<file path="src/rtl/dmem_arb_pkg.sv">
// -----------------------------------------------------------------------------
// dmem_arb_pkg
// Shared types and defaults for the data-memory arbiter.
//   state_e   : arbiter FSM states (IDLE, ACCESS, RWAIT)
//   req_id_e  : requester identity (REQ_CORE, REQ_LDR)
//   ADDR_W_DEF / DATA_W_DEF : default word-address and data widths
// -----------------------------------------------------------------------------
package dmem_arb_pkg;

   localparam int ADDR_W_DEF = 10;
   localparam int DATA_W_DEF = 32;

   typedef enum logic [1:0] {
      IDLE   = 2'd0,
      ACCESS = 2'd1,
      RWAIT  = 2'd2
   } state_e;

   typedef enum logic {
      REQ_CORE = 1'b0,
      REQ_LDR  = 1'b1
   } req_id_e;

endpackage

</file>
<file path="src/rtl/dmem_arb_pick.sv">
// -----------------------------------------------------------------------------
// dmem_arb_pick
// Purely combinational winner selection between the core and loader.
//   core_req_i   : core request
//   ldr_req_i    : loader request
//   last_grant_i : requester granted most recently (decides ties)
//   winner_o     : selected requester (only meaningful when a req is high)
// A single requester always wins; on a tie the requester that was not granted
// last wins. Holding last_grant_i at REQ_LDR turns this into fixed core
// priority.
// -----------------------------------------------------------------------------
module dmem_arb_pick
   import dmem_arb_pkg::*;
(
   input  logic    core_req_i,
   input  logic    ldr_req_i,
   input  req_id_e last_grant_i,
   output req_id_e winner_o
);

   always_comb begin
      winner_o = REQ_CORE;
      if (core_req_i && ldr_req_i) begin
         winner_o = (last_grant_i == REQ_CORE) ? REQ_LDR : REQ_CORE;
      end else if (ldr_req_i) begin
         winner_o = REQ_LDR;
      end
   end

endmodule

</file>
<file path="src/rtl/dmem_arbiter.sv">
// -----------------------------------------------------------------------------
// dmem_arbiter
// Two-requester arbiter (core, loader/IO) in front of a single-port BRAM with
// one cycle of read latency.
//   clk, rst_n                : clock, synchronous active-low reset
//   core_req/we/addr/wdata    : core request, held until core_ack
//   core_ack                  : one-cycle pulse, core access issued
//   core_rvalid / core_rdata  : read return pulse / held read data
//   ldr_*                     : same set for the loader requester
//   wea, d_addr, wdata        : BRAM write enable, address, write data
//   rdata                     : BRAM read data (one cycle after address)
//   busy                      : high whenever the FSM is not IDLE
// Handshake: a requester raises req with we/addr/wdata and holds them until it
// sees ack high; the request is registered at grant, so changes while pending
// are taken at the grant edge and changes after the grant are ignored.
// Read data comes back as a single rvalid pulse two cycles after ack.
// Build option: define DMEM_ARB_RR_EN for round-robin tie breaking; without
// it the core always wins a tie.
// -----------------------------------------------------------------------------
module dmem_arbiter
   import dmem_arb_pkg::*;
#(
   parameter int ADDR_W = ADDR_W_DEF,
   parameter int DATA_W = DATA_W_DEF
) (
   input  logic              clk,
   input  logic              rst_n,
   input  logic              core_req,
   input  logic              core_we,
   input  logic [ADDR_W-1:0] core_addr,
   input  logic [DATA_W-1:0] core_wdata,
   output logic              core_ack,
   output logic              core_rvalid,
   output logic [DATA_W-1:0] core_rdata,
   input  logic              ldr_req,
   input  logic              ldr_we,
   input  logic [ADDR_W-1:0] ldr_addr,
   input  logic [DATA_W-1:0] ldr_wdata,
   output logic              ldr_ack,
   output logic              ldr_rvalid,
   output logic [DATA_W-1:0] ldr_rdata,
   output logic              wea,
   output logic [ADDR_W-1:0] d_addr,
   output logic [DATA_W-1:0] wdata,
   input  logic [DATA_W-1:0] rdata,
   output logic              busy
);

   state_e              state_q, state_d;
   req_id_e             winner, win_q, last_grant;
   logic                grant;
   logic                sel_we;
   logic [ADDR_W-1:0]   sel_addr;
   logic [DATA_W-1:0]   sel_wdata;
   logic                we_q;
   logic [ADDR_W-1:0]   addr_q;
   logic [DATA_W-1:0]   wdata_q;
   logic [DATA_W-1:0]   core_rdata_q, ldr_rdata_q;
   logic                core_rvalid_q, ldr_rvalid_q;

   assign grant = (state_q == IDLE) && (core_req || ldr_req);

   dmem_arb_pick u_pick (
      .core_req_i   (core_req),
      .ldr_req_i    (ldr_req),
      .last_grant_i (last_grant),
      .winner_o     (winner)
   );

   always_comb begin
      sel_we    = core_we;
      sel_addr  = core_addr;
      sel_wdata = core_wdata;
      if (winner == REQ_LDR) begin
         sel_we    = ldr_we;
         sel_addr  = ldr_addr;
         sel_wdata = ldr_wdata;
      end
   end

`ifdef DMEM_ARB_RR_EN
   req_id_e last_q;

   // Reset value REQ_LDR lets the core win the first tie.
   always_ff @(posedge clk) begin
      if (!rst_n) begin
         last_q <= REQ_LDR;
      end else if (grant) begin
         last_q <= winner;
      end
   end

   assign last_grant = last_q;
`else
   // Pinned to the loader: the picker then always resolves a tie to the core.
   assign last_grant = REQ_LDR;
`endif

   // ---------------- FSM: state register ----------------
   always_ff @(posedge clk) begin
      if (!rst_n) begin
         state_q <= IDLE;
      end else begin
         state_q <= state_d;
      end
   end

   // ---------------- FSM: next state ----------------
   always_comb begin
      state_d = state_q;
      case (state_q)
         IDLE:    if (core_req || ldr_req) state_d = ACCESS;
         ACCESS:  state_d = we_q ? IDLE : RWAIT;
         RWAIT:   state_d = IDLE;
         default: state_d = IDLE;
      endcase
   end

   // ---------------- FSM: outputs ----------------
   always_comb begin
      core_ack = 1'b0;
      ldr_ack  = 1'b0;
      wea      = 1'b0;
      busy     = (state_q != IDLE);
      if (state_q == ACCESS) begin
         core_ack = (win_q == REQ_CORE);
         ldr_ack  = (win_q == REQ_LDR);
         wea      = we_q;
      end
   end

   // ---------------- request capture and read return ----------------
   // addr_q/wdata_q drive the BRAM directly: loaded only at grant, so they
   // are valid throughout ACCESS and hold their value everywhere else.
   always_ff @(posedge clk) begin
      if (!rst_n) begin
         win_q         <= REQ_CORE;
         we_q          <= 1'b0;
         addr_q        <= '0;
         wdata_q       <= '0;
         core_rdata_q  <= '0;
         ldr_rdata_q   <= '0;
         core_rvalid_q <= 1'b0;
         ldr_rvalid_q  <= 1'b0;
      end else begin
         core_rvalid_q <= 1'b0;
         ldr_rvalid_q  <= 1'b0;
         if (grant) begin
            win_q   <= winner;
            we_q    <= sel_we;
            addr_q  <= sel_addr;
            wdata_q <= sel_wdata;
         end
         if (state_q == RWAIT) begin
            if (win_q == REQ_CORE) begin
               core_rdata_q  <= rdata;
               core_rvalid_q <= 1'b1;
            end else begin
               ldr_rdata_q  <= rdata;
               ldr_rvalid_q <= 1'b1;
            end
         end
      end
   end

   assign d_addr      = addr_q;
   assign wdata       = wdata_q;
   assign core_rdata  = core_rdata_q;
   assign ldr_rdata   = ldr_rdata_q;
   assign core_rvalid = core_rvalid_q;
   assign ldr_rvalid  = ldr_rvalid_q;

endmodule
</file>
<file path="config.mk">
export PLATFORM = sky130hd
export DESIGN_NAME = dmem_arbiter
export DESIGN_NICKNAME = d
export VERILOG_FILES = /design/src/rtl/dmem_arb_pkg.sv /design/src/rtl/dmem_arb_pick.sv /design/src/rtl/dmem_arbiter.sv
export SDC_FILE = /design/constraint.sdc
export NUM_CORES = 1
export LEC_CHECK = 0
export CAP_MARGIN = 0
export CORE_MARGIN = 3
export CORE_UTILIZATION = 45
export CTS_BUF_LIST = sky130_fd_sc_hd__clkbuf_2 sky130_fd_sc_hd__clkbuf_4 sky130_fd_sc_hd__clkbuf_8
export CTS_CLUSTER_DIAMETER = 120
export CTS_CLUSTER_SIZE = 20
export DETAILED_ROUTE_END_ITERATION = 16
export HOLD_SLACK_MARGIN = 0.15
export PLACE_DENSITY = 0.89
export SETUP_SLACK_MARGIN = 0.3
export SLEW_MARGIN = 10
export SYNTH_ARGS = -nofsm -noshare
export SYNTH_HDL_FRONTEND = slang
export SYNTH_SLANG_ARGS = --single-unit
</file>
<file path="constraint.sdc">
create_clock -name clk -period 2.8 [get_ports clk]
set_input_delay 0.42 -clock clk [delete_from_list [all_inputs] [get_ports clk]]
set_output_delay 0.42 -clock clk [all_outputs]
set_load 0.005 [all_outputs]
</file>
==> summary by stage, run 1 <==
Timing
The worst clock skew is 0.0115 ns. Setup repair after global routing left no endpoint under its margin. After layout, the worst setup slack is 0.668 ns.

Counting I/O delays and the setup requirement, the final critical path takes 2.13 ns. For the pin with the worst max-slew slack, the measured transition is 1.15 ns. Headroom to the max-slew limit came out at 23.6%. The total negative slack for setup checks is 0 ns. The part of the cycle the worst path needs is 76.1%.

The final count of hold timing violations is 0. The achievable frequency is 469 MHz. The total setup violations reported at the end of the flow is 0. The final max-slew violation count is 0.

Synth
For this run, the register share of the synthesized area comes to 48.2%. The count of distinct cell types in the synthesized netlist is 25. The synthesized area divided by synthesized cell count is 8.48 um2. The number of storage elements in the synthesis netlist is 112. The cell area that synthesis handed to floorplanning was 4650 um2. The number of nets handed over by synthesis was 670. The number of synthesis warnings is 0. Synthesis produced 548 cells.

Die
The floorplan has 36 rows. The die area is 11600 um2. The core region is 9910 um2. In this run the horizontal extent of the chip is 108 um. The height of the die is 108 um.

Once the floorplan was initialized, standard cells occupied 46.9% of the core. 234 I/O pins were placed.

Power and ir drop
Of the total power, the share spent switching nets is 26.4%. Combinational logic is responsible for 22.2% of the overall power. The worst voltage drop across the vdd grid is 0.406 mV.

The part of the total power dissipated in sequential elements is 50.1%. The internal portion of the total power is 0.00257 W. The power share of the clock group is 27.6%.

Dividing total power by cell area gives a power density of 486 nW/um2. The total net switching power is 0.000924 W. The analysis attributes to cell leakage a power of 2.50 nW.

Status
The flow ran to the end, and the final reports show no timing, DRC or antenna violations.

Min path
The tightest min-delay check is of the flip-flop to flip-flop type. The depth of the worst hold-timing path is 2. The worst hold path begins at core_rdata[30]$_SDFFE_PN0P_. For hold timing, the worst endpoint is core_rdata[30]$_SDFFE_PN0P_.

Critical path
The startpoint identified for the worst register-to-register timing path is state_q[0]$_SDFFE_PN0P_. The biggest cell delay along the critical path is 0.58 ns. The worst setup path is captured at a primary output. The category of cells accounting for the largest share of critical-path delay is buffers and inverters.

The number of buffer and inverter instances along the worst setup path is 1. The reg2reg setup slack is 0.93 ns. The data arrival at the endpoint of the critical path is 1.71 ns. The required time of the critical path is 2.38 ns. The worst setup path is of the flip-flop to primary output kind. The cell with the biggest individual delay on the critical path is sky130_fd_sc_hd__clkdlybuf4s50_1. The critical-path maximum fanout is 9. For the worst flop-to-flop path, the logic depth is 3. The critical path launch point type is a flip-flop. Traced cell by cell, the critical path runs through nor3b_1 > clkdlybuf4s50_1. The endpoint identified for the worst register-to-register timing path is core_rdata[12]$_SDFFE_PN0P_.

Global routing
The initial antenna violation count was 0. Global routing finished with a remaining overflow of 0. Global routing consumed, on the met1 layer, 28.2% of the routing resources. The pin count of the biggest net entering global routing is 57. The fraction of met3 tracks used by global routing is 5.10%.

The first-pass GRT wire length is 22.5 mm. The global routing stage identified its most utilized layer as met2. The total routing resource utilization after global routing is 24.1%.

For this run, global-route usage on met2 was measured as 43.2%. The via count of the first global-routing pass is 4692.

Clock network
The clock passes through at most 2 buffers. The cell sitting at the root of the clock tree is a sky130_fd_sc_hd__clkbuf_8. The number of clock buffers added by TritonCTS is 9. The number of clock sinks is 112. Clock-pin slew was measured on the worst setup and hold paths at 0.09 ns. TritonCTS built the clock tree. The clock latency reported for the late side of the worst-skew pair is 0.35 ns. The post-CTS repair timing setup buffer count is 0. The clock tree synthesis step divided the H-tree into 3 levels. The number of buffers added to fix hold violations after cts is 0.

The number of gates resized after CTS was 0.

Layout
The top cell types in the final layout, fill and taps aside, are 233 x sky130_fd_sc_hd__clkdlybuf4s50_1, 215 x sky130_fd_sc_hd__nand2_1, 112 x sky130_fd_sc_hd__dfxtp_1. Relative to the synthesized area, the layout overhead comes to 54.7%. At the end of the flow, the number of nets in the layout was 875. Of the cells placed in the final design, the portion with a size suffix greater than 1 is 9.64%. The diode insertion count for antenna repair is 0. The most common cell after layout, fill and taps aside is sky130_fd_sc_hd__clkdlybuf4s50_1.

Drt
In this run the remaining antenna-violating nets after routing total 0. Dividing the detail-routed wire length by the instance count gives 16.0 um. The final routed wirelength across all metal layers is 14.2 mm. Dividing the detail-routed via count by the number of cells gives 5.29.

The total via count after detailed routing is 4708. The first-pass iteration count of the detailed router is 5. After detailed routing, the number of remaining DRC violations is 0. The first routing iteration left 202 violations.

Placement
The count of buffers from port buffering is 233. Before CTS, the worst setup slack after placement is 0.525 ns. After legalization and detailed placement, the total HPWL measured 10.4 mm. At the end of routability-driven placement, the weighted congestion stood at 0.792.

Run
The tool flagged a number of max-cap violations equal to 0.
[state kept, by name, indices dropped and copies added, names as in the netlist]
register     count
ldr_rdata       32
core_rdata      32
ldr_rvalid       1
core_rvalid      1
wdata           32
state_q          2
we_q             1
win_q            1
d_addr          10
[power by group through the flow]
stage	registers (W)	logic, W	clock network, W
floorplan	0.00178	0.000351	0
global placement	0.00178	0.000755	0
detailed placement	0.00179	0.000777	0
CTS	0.00175	0.000779	0.000984
global route	0.00176	0.000833	0.00105
finish	0.00175	0.000777	0.000966
[worst max-delay path by stage]
| stage | start | endpoint | slack, ns | cells after the start |
|---|---|---|---|---|
| 6_report | state_q[0]$_SDFFE_PN0P_ | core_ack | 0.67 | 2 |
| 5_1_grt | state_q[0]$_SDFFE_PN0P_ | core_ack | 0.53 | 2 |
| 4_1_cts | state_q[0]$_SDFFE_PN0P_ | core_ack | 0.62 | 2 |
| 3_5_place_dp | core_req | wdata[7]$_SDFFE_PN0P_ | 0.52 | 5 |
| 3_3_place_gp | core_req | wdata[7]$_SDFFE_PN0P_ | 0.67 | 5 |
| 2_1_floorplan | rst_n | wdata[10]$_SDFFE_PN0P_ | 1.40 | 4 |
[area by class of cell]
type | instances | area, um2
well taps | 133 | 166
fillers | 688 | 2720
clock inverters | 5 | 65.1
inverters | 2 | 10.0
repair buffers | 244 | 2440
flip-flops and latches | 112 | 2240
clock buffers | 10 | 138
multi-input cells | 384 | 2130
[worst min-delay path: cells and delay by family (launching register included)]
kind | cells | cell delay (ns)
and+or+nand+nor | 1 | 0.05
AOI/OAI and AO/OA | 1 | 0.05
DFF | 1 | 0.32
[metrics by stage]
stage	utilization, %	hold WS (ns)	instances	cell area (um2)	total power [W]
finish	72.6	0.457	890	7190	0.00350
global route	72.6	0.478	890	7190	0.00365
CTS	72.6	0.454	890	7190	0.00352
detailed placement	70.5	0.440	875	6990	0.00256
global placement	70.5	0.434	875	6990	0.00254
floorplan	-	0.415	548	4650	0.00213
[synth_stat cells]
cell type                  number  area share, %
sky130_fd_sc_hd__and3b_1        3           0.57
sky130_fd_sc_hd__a311oi_2      40             13
sky130_fd_sc_hd__o21ai_0        1           0.11
sky130_fd_sc_hd__buf_6          7            1.7
sky130_fd_sc_hd__clkbuf_1      11           0.89
sky130_fd_sc_hd__nand2_1      215             17
sky130_fd_sc_hd__nand3b_1       1           0.16
sky130_fd_sc_hd__dfxtp_1      112             48
sky130_fd_sc_hd__nor2_1         3           0.24
sky130_fd_sc_hd__or3b_1         1           0.19
sky130_fd_sc_hd__nor4b_1        1           0.19
sky130_fd_sc_hd__buf_4          1           0.16
sky130_fd_sc_hd__a311oi_1       3           0.57
sky130_fd_sc_hd__inv_1          1          0.081
sky130_fd_sc_hd__nor2_4         1           0.24
sky130_fd_sc_hd__inv_2          1          0.081
sky130_fd_sc_hd__buf_2         31            3.3
sky130_fd_sc_hd__or2_2          1           0.13
sky130_fd_sc_hd__nor2_8         1           0.43
sky130_fd_sc_hd__nor3b_1        1           0.16
sky130_fd_sc_hd__nor2b_1        1           0.13
sky130_fd_sc_hd__nor3b_2        1           0.27
sky130_fd_sc_hd__a21oi_1      108             12
sky130_fd_sc_hd__nand2b_1       1           0.13
sky130_fd_sc_hd__nor3_1         1           0.11
[logic make-up after synthesis]
group	Yosys count	share of synthesized area, %
compound gates	152	25.2
buf+inv	52	6.24
simple gates	232	20.3
flops	112	48.2
[routing by layer]
metal | wire length, um | vias to the layer above
met3 | 1040 | 23
met4 | 336 | 0
met2 | 7200 | 207
met5 | 0 | -
met1 | 5630 | 2215
li1 | - | 2263
(Power assumes the default switching activity.)
==> run 2, diff against run 1 <==
--- a/config.mk
+++ b/config.mk
@@ -7,13 +7,13 @@
 export LEC_CHECK = 0
 export CAP_MARGIN = 0
 export CORE_MARGIN = 3
-export CORE_UTILIZATION = 45
+export CORE_UTILIZATION = 37
 export CTS_BUF_LIST = sky130_fd_sc_hd__clkbuf_2 sky130_fd_sc_hd__clkbuf_4 sky130_fd_sc_hd__clkbuf_8
 export CTS_CLUSTER_DIAMETER = 120
 export CTS_CLUSTER_SIZE = 20
 export DETAILED_ROUTE_END_ITERATION = 16
 export HOLD_SLACK_MARGIN = 0.15
-export PLACE_DENSITY = 0.89
+export PLACE_DENSITY = 0.78
 export SETUP_SLACK_MARGIN = 0.3
 export SLEW_MARGIN = 10
 export SYNTH_ARGS = -nofsm -noshare
==> constraint.sdc (replaced) <==
create_clock -name clk -period 1.75 [get_ports clk]
set_input_delay 0.2625 -clock clk [delete_from_list [all_inputs] [get_ports clk]]
set_output_delay 0.2625 -clock clk [all_outputs]
set_load 0.005 [all_outputs]
==> run 2 against run 1 <==
Against the previous run:
- non-clock buffer count up 16
- via count up 0.89%
- worst hold slack worse by 0.0018 ns
- worst setup slack worse by 0.33 ns
- global-route usage down 3.6 points
- final area up 2.9%
- sequential share of layout area up 0.58 points
- clock skew up 0.0016 ns
- flip-flop and latch count unchanged
- count of clock-buffer cells in the layout down 1
- die area up 20%
- utilization down 12 points
- critical path type unchanged
==> summary by stage, run 2 (synthesis results as in run 1) <==
Layout
The count of filler cells inserted in the layout is 1049. The most common cell after layout, fill and taps aside is sky130_fd_sc_hd__nand2_1. The non-filler instance count after layout is 942.

In the final design database the tool counted 891 nets. Cells fill 60.8% of the core in the end. In the layout the commonest cells are 215 x sky130_fd_sc_hd__nand2_1, 121 x sky130_fd_sc_hd__clkdlybuf4s50_1, 108 x sky130_fd_sc_hd__a21oi_1, 108 x sky130_fd_sc_hd__dlygate4sd2_1, 77 x sky130_fd_sc_hd__dfxtp_2. The repair_antennas step left the layout with diodes totalling 0.

Of the cells placed in the final design, the portion with a size suffix greater than 1 is 22.4%. The area growth from synthesis to layout is 59.1%.

Power and ir drop
Dividing total power by cell area gives a power density of 751 nW/um2. The fraction of power spent switching nets is 27.3%. In this run the power spent charging and discharging nets is 0.00152 W. Internal power comes to 0.00404 W. In this run the static leakage power is 3.10 nW. The part of the total power dissipated in sequential elements is 50.6%. VDD sags by at most 0.369 mV.

The share of total power in combinational logic is 21.8%. The power share of the clock group is 27.7%.

Drt
The initial detailed-routing violation count is 348. The number of antenna-violating nets in the routed design is 0. After detailed routing, the number of remaining DRC violations is 0. The first-pass iteration count of the detailed router is 4.

In the final routed layout, each cell accounts on average for 15.5 um. The per-cell via count in the routed design is 5.04. Wires add up to 14.6 mm. Detailed routing inserted a total of 4750 vias.

Timing
For the final routed database, the setup TNS stands at 0 ns. Setup violations remaining at the end of the flow were counted as 0. The transition time at the pin with the least slew margin is 0.371 ns.

Setup repair after global routing could not meet its margin everywhere. The remaining max-slew budget at the tightest pin is 75.2%. The final count of hold timing violations is 0. The final max-slew violation count was 0. Subtracting the final worst setup slack from the clock period gives 1.41 ns.

Of the available clock period, the critical path in the final layout requires 80.7%. For this run, the top clock speed supported by timing is 708 MHz. The worst path meets setup with 0.338 ns of slack. The minimum hold slack is 0.455 ns. On the final layout, the worst clock skew is 0.0131 ns.

Die
In this run the vertical extent of the chip is 118 um. The width of the die is 118 um. In this run the count of I/O pins placed on the die edge is 234.

Row generation in the floorplan step produced 40 rows. The floorplan step defined a die boundary enclosing 13900 um2. The starting density of the core is 38.2%. The core outline area is 12200 um2.

Placement
The HPWL reported at the end of detailed placement is 10.5 mm. The number of instances in the placed design is 915. The count of buffers added on input and output ports is 233. The last weighted congestion value of the routability-driven placer is 0.831.

Before CTS, the worst setup slack after placement is 0.0298 ns.

Critical path
The sort of element at the end of the critical path is a primary output. The critical-path maximum fanout is 6. At the worst endpoint, the required time is 1.49 ns. By startpoint and endpoint, the worst setup path is classified as flip-flop to primary output. The data arrival at the endpoint of the critical path is 1.15 ns.

The critical path launch point type is a flip-flop.

Status
The flow ran to the end, and the final reports show no timing, DRC or antenna violations.

Global routing
In this run the most used layer during global routing was met2. The global-route track usage on met2 is 35.3%. The fraction of met3 tracks used by global routing is 6.49%. The initial antenna violation count is 0. The first global-routing pass estimated 23.5 mm of wire. The via count of the first global-routing pass came to 4692. Global routing finished with a remaining overflow of 0. The total routing resource utilization after global routing is 20.5%.

The global routing met1 resource utilization is 23.7%. Entering global routing, the biggest net connects 54 pins.

Clock network
The clock tree from TritonCTS is built. The post-CTS clock slew at the launch and capture registers of the worst setup and hold paths is 0.10 ns. Counting every sink on the clock net gives 112. The clock passes through at most 2 buffers. The CTS buffer count is 9.

The tree is rooted in a sky130_fd_sc_hd__clkbuf_8. The later pin in the worst-skew pair is clocked with a latency of 0.37 ns. In this run the number of H-tree levels came out at 3. In this run, post-CTS hold repair placed 0 buffers.

Run
Across the run, the number of max-cap violations was 0.

Min path
The worst hold path belongs to the class flip-flop to flip-flop.
==> run 2: critical path, stage by stage (launching register included) <==
cell                      delay (ns)
sky130_fd_sc_hd__dfxtp_4        0.38
sky130_fd_sc_hd__buf_6          0.12
sky130_fd_sc_hd__and3b_1        0.16
sky130_fd_sc_hd__buf_2          0.13
==> run 2: routing by layer <==
| metal | vias up | part of all wire (%) |
|---|---|---|
| met1 | 2192 | 40 |
| met5 | - | 0 |
| met4 | 0 | 2.4 |
| li1 | 2302 | - |
| met2 | 228 | 48 |
| met3 | 28 | 9.7 |
==> run 2: power by group through the flow <==
stage / Clock, W / Combinational, W / Sequential [W]
6_report: 0.00154 / 0.00121 / 0.00281
5_1_grt: 0.00167 / 0.00131 / 0.00283
4_1_cts: 0.00159 / 0.00121 / 0.00281
3_5_place_dp: 0 / 0.00129 / 0.00286
3_3_place_gp: 0 / 0.00127 / 0.00285
2_1_floorplan: 0 / 0.000562 / 0.00285
==> run 2: layout make-up <==
type | count | area, um2 | share of cell area [%]
multi-input combinational | 384 | 2130 | 28.7
timing repair buffer | 260 | 2510 | 33.9
clock buffer | 9 | 124 | 1.67
clock inverter | 7 | 70.1 | 0.947
tap | 168 | 210 | 2.84
inverter | 2 | 10.0 | 0.135
sequential | 112 | 2350 | 31.8
==> run 2: what timing repair did <==
| item | 4_1_cts | 5_1_grt |
|---|---|---|
| setup endpoints to repair | 127 | 41 |
| setup buffers | 11 | 0 |
| resized for setup | 202 | 6 |
| pin swaps | 0 | 0 |
| gates cloned | 0 | 0 |
==> run 2: path summary, 6_finish.rpt <==
path | from | cells after the start | to | slack, ns
hold / removal | core_rdata[12]$_SDFFE_PN0P_ | 2 | core_rdata[12]$_SDFFE_PN0P_ | 0.46
hold reg to reg | core_rdata[12]$_SDFFE_PN0P_ | 2 | core_rdata[12]$_SDFFE_PN0P_ | 0.46
setup / recovery | state_q[0]$_SDFFE_PN0P_ | 3 | wea | 0.34
setup reg to reg | state_q[1]$_SDFFE_PN0P_ | 4 | wdata[15]$_SDFFE_PN0P_ | 0.39
==> run 2: through the flow <==
step | instance area [um2] | power, W
6_report | 7400 | 0.00555
2_1_floorplan | 4650 | 0.00341
3_3_place_gp | 7170 | 0.00412
3_5_place_dp | 7170 | 0.00414
4_1_cts | 7400 | 0.00561
5_1_grt | 7400 | 0.00581
